## src/rtl/cache_fill_fsm_pkg.sv

```systemverilog
// Shared CPU definitions for the cache miss fill engine: block geometry,
// fill-target select encoding and the fill FSM state type.
package cache_fill_fsm_pkg;

   localparam int WORDS_PER_BLOCK = 8;                    // 16-bit words per block
   localparam int CNT_W           = $clog2(WORDS_PER_BLOCK);
   localparam int OFF_W           = CNT_W + 1;            // byte-offset bits inside a block

   localparam logic FILL_SEL_I = 1'b0;                    // filling the I-cache
   localparam logic FILL_SEL_D = 1'b1;                    // filling the D-cache

   typedef enum logic [1:0] {
      ST_IDLE = 2'd0,
      ST_REQ  = 2'd1,
      ST_WAIT = 2'd2
   } fill_state_t;

endpackage

```

## src/rtl/cache_fill_fsm_fill_counter.sv

```systemverilog
// Up counter with enable, synchronous clear and an all-ones terminal-count
// flag. The count wraps naturally to zero after the terminal value.
module fill_counter #(
   parameter int WIDTH = 3
) (
   input  logic             clk,
   input  logic             rst_n,
   input  logic             i_clr,
   input  logic             i_en,
   output logic [WIDTH-1:0] o_count,
   output logic             o_tc
);

   logic [WIDTH-1:0] r_count;

   // Count register: clear has priority over increment.
   always_ff @(posedge clk or negedge rst_n) begin
      if (!rst_n) begin
         r_count <= '0;
      end else if (i_clr) begin
         r_count <= '0;
      end else if (i_en) begin
         r_count <= r_count + 1'b1;
      end
   end

   assign o_count = r_count;
   assign o_tc    = &r_count;

endmodule

```

## src/rtl/cache_fill_fsm.sv

```systemverilog
// Cache miss fill engine. On an I- or D-cache miss it streams one word
// request per cycle for the whole block, counts the pipelined memory returns,
// strobes each returned word into the selected data array and writes the tag
// with the final word. The design does not depend on the memory latency: it
// simply waits in WAIT until the last return arrives.
module cache_fill_fsm
   import cache_fill_fsm_pkg::*;
#(
   parameter int WPB    = WORDS_PER_BLOCK,
   parameter int ADDR_W = 16
) (
   input  logic                    clk,
   input  logic                    rst_n,
   input  logic                    dmiss,
   input  logic [ADDR_W-1:0]       dmiss_addr,
   input  logic                    imiss,
   input  logic [ADDR_W-1:0]       imiss_addr,
   input  logic                    mem_valid,
   output logic                    mem_req,
   output logic [ADDR_W-1:0]       mem_addr,
   output logic                    fill_busy,
   output logic                    fill_sel,
   output logic                    data_we,
   output logic [$clog2(WPB)-1:0]  word_idx,
   output logic                    tag_we
);

   localparam int CW = $clog2(WPB);
   localparam int OW = CW + 1;

   fill_state_t        r_state;
   fill_state_t        w_state_next;
   logic [ADDR_W-1:OW] r_base;
   logic               r_fill_sel;

   logic [CW-1:0]      w_issue_cnt;
   logic               w_issue_tc;
   logic [CW-1:0]      w_recv_cnt;
   logic               w_recv_tc;
   logic               w_in_fill;
   logic               w_ret;
   logic               w_unused_bits;

   assign w_in_fill = (r_state != ST_IDLE);
   // Returns only count while a fill is active; stray mem_valid in IDLE is dropped.
   assign w_ret     = w_in_fill & mem_valid;
   // Block-offset bits of the miss addresses are intentionally discarded.
   assign w_unused_bits = ^{dmiss_addr[OW-1:0], imiss_addr[OW-1:0]};

   fill_counter #(.WIDTH(CW)) u_issue_cnt (
      .clk     (clk),
      .rst_n   (rst_n),
      .i_clr   (r_state == ST_IDLE),
      .i_en    (r_state == ST_REQ),
      .o_count (w_issue_cnt),
      .o_tc    (w_issue_tc)
   );

   fill_counter #(.WIDTH(CW)) u_recv_cnt (
      .clk     (clk),
      .rst_n   (rst_n),
      .i_clr   (r_state == ST_IDLE),
      .i_en    (w_ret),
      .o_count (w_recv_cnt),
      .o_tc    (w_recv_tc)
   );

   // State register.
   always_ff @(posedge clk or negedge rst_n) begin
      if (!rst_n) begin
         r_state <= ST_IDLE;
      end else begin
         r_state <= w_state_next;
      end
   end

   // Capture block base and target cache when a miss is accepted; D wins ties.
   always_ff @(posedge clk or negedge rst_n) begin
      if (!rst_n) begin
         r_base     <= '0;
         r_fill_sel <= FILL_SEL_I;
      end else if (r_state == ST_IDLE) begin
         if (dmiss) begin
            r_base     <= dmiss_addr[ADDR_W-1:OW];
            r_fill_sel <= FILL_SEL_D;
         end else if (imiss) begin
            r_base     <= imiss_addr[ADDR_W-1:OW];
            r_fill_sel <= FILL_SEL_I;
         end
      end
   end

   // Next-state and strobe decode; the final return ends the fill from either busy state.
   always_comb begin
      w_state_next = r_state;
      mem_req      = 1'b0;
      data_we      = 1'b0;
      tag_we       = 1'b0;
      case (r_state)
         ST_IDLE: if (dmiss || imiss) w_state_next = ST_REQ;
         ST_REQ: begin
            mem_req = 1'b1;
            if (w_issue_tc) w_state_next = ST_WAIT;
         end
         ST_WAIT: ;
         default: w_state_next = ST_IDLE;
      endcase
      if (w_ret) begin
         data_we = 1'b1;
         if (w_recv_tc) begin
            tag_we       = 1'b1;
            w_state_next = ST_IDLE;
         end
      end
   end

   // Request address stays inside the block: base concatenated with word offset.
   assign mem_addr  = mem_req ? {r_base, w_issue_cnt, 1'b0} : '0;
   assign word_idx  = w_recv_cnt;
   assign fill_busy = w_in_fill;
   assign fill_sel  = r_fill_sel;

endmodule

```

## config.mk

```make
export PLATFORM = sky130hd
export DESIGN_NAME = cache_fill_fsm
export DESIGN_NICKNAME = d
export VERILOG_FILES = /design/src/rtl/cache_fill_fsm_pkg.sv /design/src/rtl/cache_fill_fsm_fill_counter.sv /design/src/rtl/cache_fill_fsm.sv
export SDC_FILE = /design/constraint.sdc
export NUM_CORES = 1
export LEC_CHECK = 0
export CAP_MARGIN = 5
export CORE_MARGIN = 1
export CORE_UTILIZATION = 35
export DETAILED_ROUTE_END_ITERATION = 10
export PLACE_DENSITY = 0.75
export SLEW_MARGIN = 15
export SYNTH_ARGS = -nofsm -noshare
export SYNTH_HDL_FRONTEND = slang
export SYNTH_SLANG_ARGS = --single-unit
```

## constraint.sdc

```tcl
create_clock -name clk -period 1.3 [get_ports clk]
set_input_delay 0.26 -clock clk [delete_from_list [all_inputs] [get_ports clk]]
set_output_delay 0.26 -clock clk [all_outputs]
set_load 0.1 [all_outputs]
```

==> results of run 1 <==
## layout by cell type, fill, tap and decap left out, drive strengths merged
cell	netlist	routed
buf	3	48
clkdlybuf4s50	0	28
mux2	25	25
dfrtp	21	21
and2	15	15
nor2	5	5
nand2	5	5
clkbuf	3	4
ha	4	4
o21ai	3	3
mux2i	2	2
a22o	2	2
and2b	2	2
a21oi	2	2
inv	1	1
nor2b	1	1
xnor2	1	1
conb	1	1
## sequential cells by signal (all words and copies together) (netlist names)
register / count
fill_sel: 1
u_issue_cnt.o_count: 3
r_base: 12
u_recv_cnt.o_count: 3
r_state: 2
## per-layer routing
metal / vias to the layer above / global-route usage [%] / part of all wire (%)
li1: 470 / - / -
met1: 465 / 22.3 / 41
met2: 28 / 34.4 / 56
met3: 2 / 2.81 / 3.0
met4: 0 / 5.98 / 0.50
met5: - / 0 / 0
## cells by family (layout without fill, tap and decap cells)
group,after synthesis,count (layout),synth area share [%]
buffers and inverters,7,81,3.42
DFF,21,21,44.9
and+or+nand+nor,28,28,13.7
other,1,1,0.321
AOI/OAI and AO/OA,7,7,3.96
xor gates and xnor gates,1,1,0.749
muxes,27,27,28.7
adders and majority gates,4,4,4.28
## cell type report
cell class / instances / share of cell area [%]
Clock buffer: 4 / 1.12
Inverter: 1 / 0.161
Multi-Input combinational cell: 68 / 30.0
Sequential cell: 21 / 22.9
Tap cell: 44 / 2.36
Timing Repair Buffer: 76 / 43.5
## worst reg2reg max path, delay by kind of cell, from the launching register on
family / cells / cell delay (ps)
buf+inv: 4 / 520
flops: 1 / 400
mux: 1 / 300
simple gates: 1 / 130
compound gates: 1 / 60
## through the flow
| step | util, % | TNS (ps) | std cells | setup WS [ps] | hold WS (ps) |
|---|---|---|---|---|---|
| 5_1_grt | 75.3 | -11600 | 214 | -452 | 280 |
| 2_1_floorplan | - | -3790 | 96 | -443 | -35.6 |
| 6_report | 75.3 | -9750 | 214 | -387 | 273 |
| 3_3_place_gp | 70.7 | -5170 | 202 | -351 | 493 |
| 4_1_cts | 74.4 | -8750 | 213 | -382 | 279 |
| 3_5_place_dp | 70.7 | -6010 | 202 | -397 | 499 |
## worst paths after layout
path	start	endpoint	slack, ps	cells after the start
setup / recovery	r_state[1]$_DFF_PN0_	mem_addr[5]	-390	4
hold / removal	rst_n	u_issue_cnt.o_count[2]$_DFFE_PN0P_	270	2
setup reg to reg	r_state[1]$_DFF_PN0_	r_base[8]$_DFFE_PN0P_	-210	7
hold reg to reg	r_base[7]$_DFFE_PN0P_	r_base[7]$_DFFE_PN0P_	530	1
max in group asynchronous	rst_n	u_recv_cnt.o_count[0]$_DFFE_PN0P_	870	2
min in group clk	r_base[7]$_DFFE_PN0P_	r_base[7]$_DFFE_PN0P_	530	1
## timing repair
item,4_1_cts,5_1_grt
endpoints found under the setup margin,35,37
resized for setup,10,8
buffers inserted,7,4
pin swaps,5,5
==> impl_metrics.py, run 1 <==
metrics = {
    "final_layout": {
        "multi_input_area_um2": 701,
        "antenna_cells": 0,
        "drive_gt1_share_pct": 61.8,
        "area_growth_pct": 99.7,
        "nFillCells": 220,
        "seq_area_um2": 534,
        "fin_area_um2": 2340,
        "nets": 212,
    },
    "worst_setup_path": {
        "cp_slowest_cell": "dfrtp_1",
        "worstSetupPathType": "register to primary output",
        "critPathTopFamily": "flip-flops",
        "cp.required_ps": 1040,
        "critPathMaxFanout": 17,
        "end_kind": "primary output",
        "cp_slowest_stage_delay_ps": 400,
        "cp-start-kind": "register",
        "cpMostUsedCell": "buf_12",
        "crit_buf_inv": 2,
        "crit_arrival_ps": 1430,
        "worstPathCellList": "and2b_1 -> buf_12 -> and2_4 -> buf_12",
    },
    "route": {
        "routed_wl_um": 3190,
        "wl_per_cell_um": 14.9,
        "vias_per_cell": 4.51,
        "antenna_left": 0,
        "dr_total_vias": 965,
        "drc": 0,
        "drt_first_pass_iters": 4,
        "drtIter0Drc": 8,
    },
    "job": {
        "maxCapViolations": 0,
    },
    "worst_hold_path": {
        "min_path_type": "primary input to asynchronous set/reset pin",
    },
    "cts": {
        "numCtsBuffers": 3,
        "numClockSinks": 21,
        "cts_hold_buf": 0,
        "cts.htree.levels": 1,
        "cts_root_buffer": "clkbuf_4",
        "path_clk_slew_ps": 130,
        "clockBufferDepth": 2,
        "clkLatencyLatePin_ps": 310,
        "cts_tree": "yes",
    },
    "die": {
        "core_area_um2": 3100,
        "die_y_um": 59.8,
        "io_pins": 61,
        "rows": 20,
        "die-area_um2": 3580,
        "fp.dieW_um": 59.8,
        "initial_core_util_pct": 37.7,
    },
    "synth": {
        "synth_area_leaders": "dfrtp_1 45%, mux2_2 15%, mux2_4 12%",
        "ys_async_sr_fraction_pct": 100,
        "synth_most_common_cell": "dfrtp_1",
        "netlist_area_um2": 1170,
        "synth_cell_types": 23,
        "synth_nets": 137,
        "ys_ff_latch": 21,
        "synth.yosys.seq_area_share_pct": 44.9,
        "synthCells": 96,
        "synth_flop_cell": "dfrtp_1",
        "avgSynthCellArea_um2": 12.2,
        "synth_top_area_share_pct": 44.9,
        "synth_edf_count": 0,
        "yosysTopAreaCell": "dfrtp_1",
        "synthTopCellsByCount": "21 x dfrtp_1, 16 x mux2_2, 15 x and2_1",
        "ys_warn_count": 0,
    },
    "sta": {
        "timing.fmax_ghz": 0.593,
        "maxSlewViolCount": 0,
        "period_needed_ps": 1690,
        "finalCritPeriodShare_pct": 130,
        "rsz0062_at_grt": "yes",
        "hold_violations": 0,
        "fin_ws_ps": -387,
        "finClkSkew_ps": 8.18,
        "setup_viol": 34,
    },
    "placed_design": {
        "place_area_um2": 2190,
        "gp_congestion": 0.712,
        "io_buffer_count": 51,
        "place_hpwl_um": 2390,
    },
    "grt": {
        "grt_use_total_pct": 18.8,
        "grt_overflow_total": 0,
        "antenna_found_initial": 0,
        "grt_max_degree": 22,
        "grt_pass1_wl_um": 4840,
        "grt_pass1_vias": 1004,
    },
    "run_status": {
        "status": "finished with violations",
        "violations": "negative setup slack",
    },
}
Power of run 1 is left out: the tool's default activity adds up to more than one toggle a clock period on the data nets, which glitch-free logic cannot reach.
==> run 2: changes to the inputs <==
--- a/config.mk
+++ b/config.mk
@@ -7,9 +7,10 @@
 export LEC_CHECK = 0
 export CAP_MARGIN = 5
 export CORE_MARGIN = 1
-export CORE_UTILIZATION = 35
+export CORE_UTILIZATION = 39
 export DETAILED_ROUTE_END_ITERATION = 10
-export PLACE_DENSITY = 0.75
+export PLACE_DENSITY = 0.79
+export SETUP_SLACK_MARGIN = 0.4
 export SLEW_MARGIN = 15
 export SYNTH_ARGS = -nofsm -noshare
 export SYNTH_HDL_FRONTEND = slang
==> constraint.sdc (replaced) <==
create_clock -name clk -period 1.8 [get_ports clk]
set_input_delay 0.36 -clock clk [delete_from_list [all_inputs] [get_ports clk]]
set_output_delay 0.36 -clock clk [all_outputs]
set_load 0.01 [all_outputs]
==> run 2 against run 1 <==
  * Wire length fell by 13%
  * The run ends with design-rule violations left
  * Clock skew is 1.0 ps lower
  * Design area decreased by 16%
  * Core utilization shrank 5.6 points
==> impl_metrics.py, run 2 (same netlist as run 1, synthesis figures left out) <==
metrics = {
    "worst_setup_path": {
        "reg2reg_from": "r_state[0]$_DFF_PN0_",
        "crit_arrival_ps": 1330,
        "ff2ff_setup_slack_ps": 280,
        "worstSetupPathType": "register to primary output",
        "cp-start-kind": "register",
        "cp.required_ps": 1440,
        "timing.critical_path.from": "r_state[1]$_DFF_PN0_",
        "end_kind": "primary output",
        "critPathMaxFanout": 7,
    },
    "cts": {
        "clkLatencyLatePin_ps": 290,
        "cts_root_buffer": "clkbuf_4",
        "numClockSinks": 21,
        "cts_hold_buf": 0,
        "clockBufferDepth": 2,
        "path_clk_slew_ps": 120,
        "cts_tree": "yes",
        "cts.htree.levels": 1,
        "numCtsBuffers": 3,
    },
    "die": {
        "rows": 19,
        "die-area_um2": 3220,
        "core_area_um2": 2810,
        "die_y_um": 56.8,
        "io_pins": 61,
        "initial_core_util_pct": 41.7,
        "fp.dieW_um": 56.8,
    },
    "job": {
        "maxCapViolations": 0,
    },
    "pwr": {
        "power_density_nw_per_um2": 1570,
        "p_leak_nw": 0.942,
        "peakVddDrop_mv": 0.820,
    },
    "placed_design": {
        "gp_congestion": 0.778,
        "dpl_worst_slack_ps": -156,
        "place_hpwl_um": 2060,
        "io_buffer_count": 51,
    },
    "grt": {
        "grt_use_total_pct": 17.8,
        "grt_overflow_total": 0,
        "antenna_found_initial": 0,
        "grt_pass1_vias": 1030,
        "grt_pass1_wl_um": 4430,
        "grt_max_degree": 22,
    },
    "sta": {
        "rsz0062_at_grt": "yes",
        "hold_violations": 0,
        "period_needed_ps": 1690,
        "finClkSkew_ps": 7.17,
        "fin_tns_setup_ps": 0,
        "fin_ws_ps": 106,
        "maxSlewViolCount": 0,
        "timing.fmax_ghz": 0.590,
        "finalCritPeriodShare_pct": 94.1,
        "setup_viol": 0,
    },
    "route": {
        "drc": 10,
        "drt_first_pass_iters": 9,
        "wl_per_cell_um": 14.0,
        "dr_total_vias": 970,
        "drtIter0Drc": 20,
        "antenna_left": 0,
        "routed_wl_um": 2760,
        "vias_per_cell": 4.92,
    },
    "final_layout": {
        "final_cell_mix": "28 x clkdlybuf4s50_1, 24 x buf_6, 21 x dfrtp_1",
        "largest_reg_flops": 12,
        "antenna_cells": 0,
        "nets": 208,
        "regMostFlops": "r_base",
        "drive_gt1_share_pct": 55.4,
        "layout_commonest_cell": "clkdlybuf4s50_1",
        "area_growth_pct": 67.1,
    },
    "run_status": {
        "status": "finished with violations",
        "violations": "design-rule violations",
    },
    "worst_hold_path": {
        "min_path_type": "primary input to asynchronous set/reset pin",
    },
}
## run 2: worst max-delay path, stage by stage (launching register included)
cell and delay, ps:
dfrtp_1 400, and2b_2 260, buf_6 140, and2_4 150
buf_6 90
## run 2: repair_timing
| action | CTS | global route |
|---|---|---|
| setup endpoints to repair | 35 | 32 |
| resized for setup | 119 | 14 |
| buffers inserted | 6 | 2 |
| pin swaps | 15 | 2 |
## run 2: cell type report
type | instances | area, um2
sequential | 21 | 526
fill | 223 | 851
tap | 31 | 38.8
inverter | 1 | 3.75
clock buffer | 4 | 26.3
timing repair buffer | 72 | 692
multi-input combinational | 68 | 668
## run 2: where the power goes
| group | internal, mW | switching (mW) |
|---|---|---|
| sequential | 0.695 | 0.133 |
| clock | 0.0861 | 0.135 |
| combinational | 1.32 | 0.703 |
## run 2: routing by layer
metal	GRT usage, %	vias up	share of wire [%]	wire, um
li1	-	461	-	-
met2	35.5	36	55	1520
met5	0	-	0	0
met4	3.14	0	0.44	12
met1	19.3	471	38	1050
met3	3.23	2	6.4	177
## run 2: final timing paths
| check | end | cells after the start |
|---|---|---|
| max | mem_addr[5] | 4 |
| min | u_recv_cnt.o_count[1]$_DFFE_PN0P_ | 2 |
| max reg2reg | r_base[7]$_DFFE_PN0P_ | 7 |
| min reg2reg | r_base[5]$_DFFE_PN0P_ | 1 |
| max in group asynchronous | r_base[9]$_DFFE_PN0P_ | 2 |
| min in group clk | r_base[5]$_DFFE_PN0P_ | 1 |
## run 2: per-stage QoR
step / power, mW / cell area (um2) / std cells / hold slack (ps) / utilization (%)
3_5_place_dp: 2.46 / 1780 / 185 / 487 / 63.5
4_1_cts: 2.90 / 1880 / 195 / 395 / 67.1
5_1_grt: 3.26 / 1950 / 197 / 411 / 69.7
2_1_floorplan: 1.65 / 1170 / 96 / 64.4 / -
3_3_place_gp: 2.42 / 1780 / 185 / 480 / 63.5
6_report: 3.07 / 1950 / 197 / 386 / 69.7
Power figures use the tool's default switching activity.
==> run 3: changes to the inputs <==
--- a/config.mk
+++ b/config.mk
@@ -8,6 +8,7 @@
 export CAP_MARGIN = 5
 export CORE_MARGIN = 1
 export CORE_UTILIZATION = 39
+export CTS_CLUSTER_DIAMETER = 50
 export DETAILED_ROUTE_END_ITERATION = 10
 export PLACE_DENSITY = 0.79
 export SETUP_SLACK_MARGIN = 0.4
==> results of run 3 <==
Same layout as run 2: the final DEF is identical, and so are final timing and power.
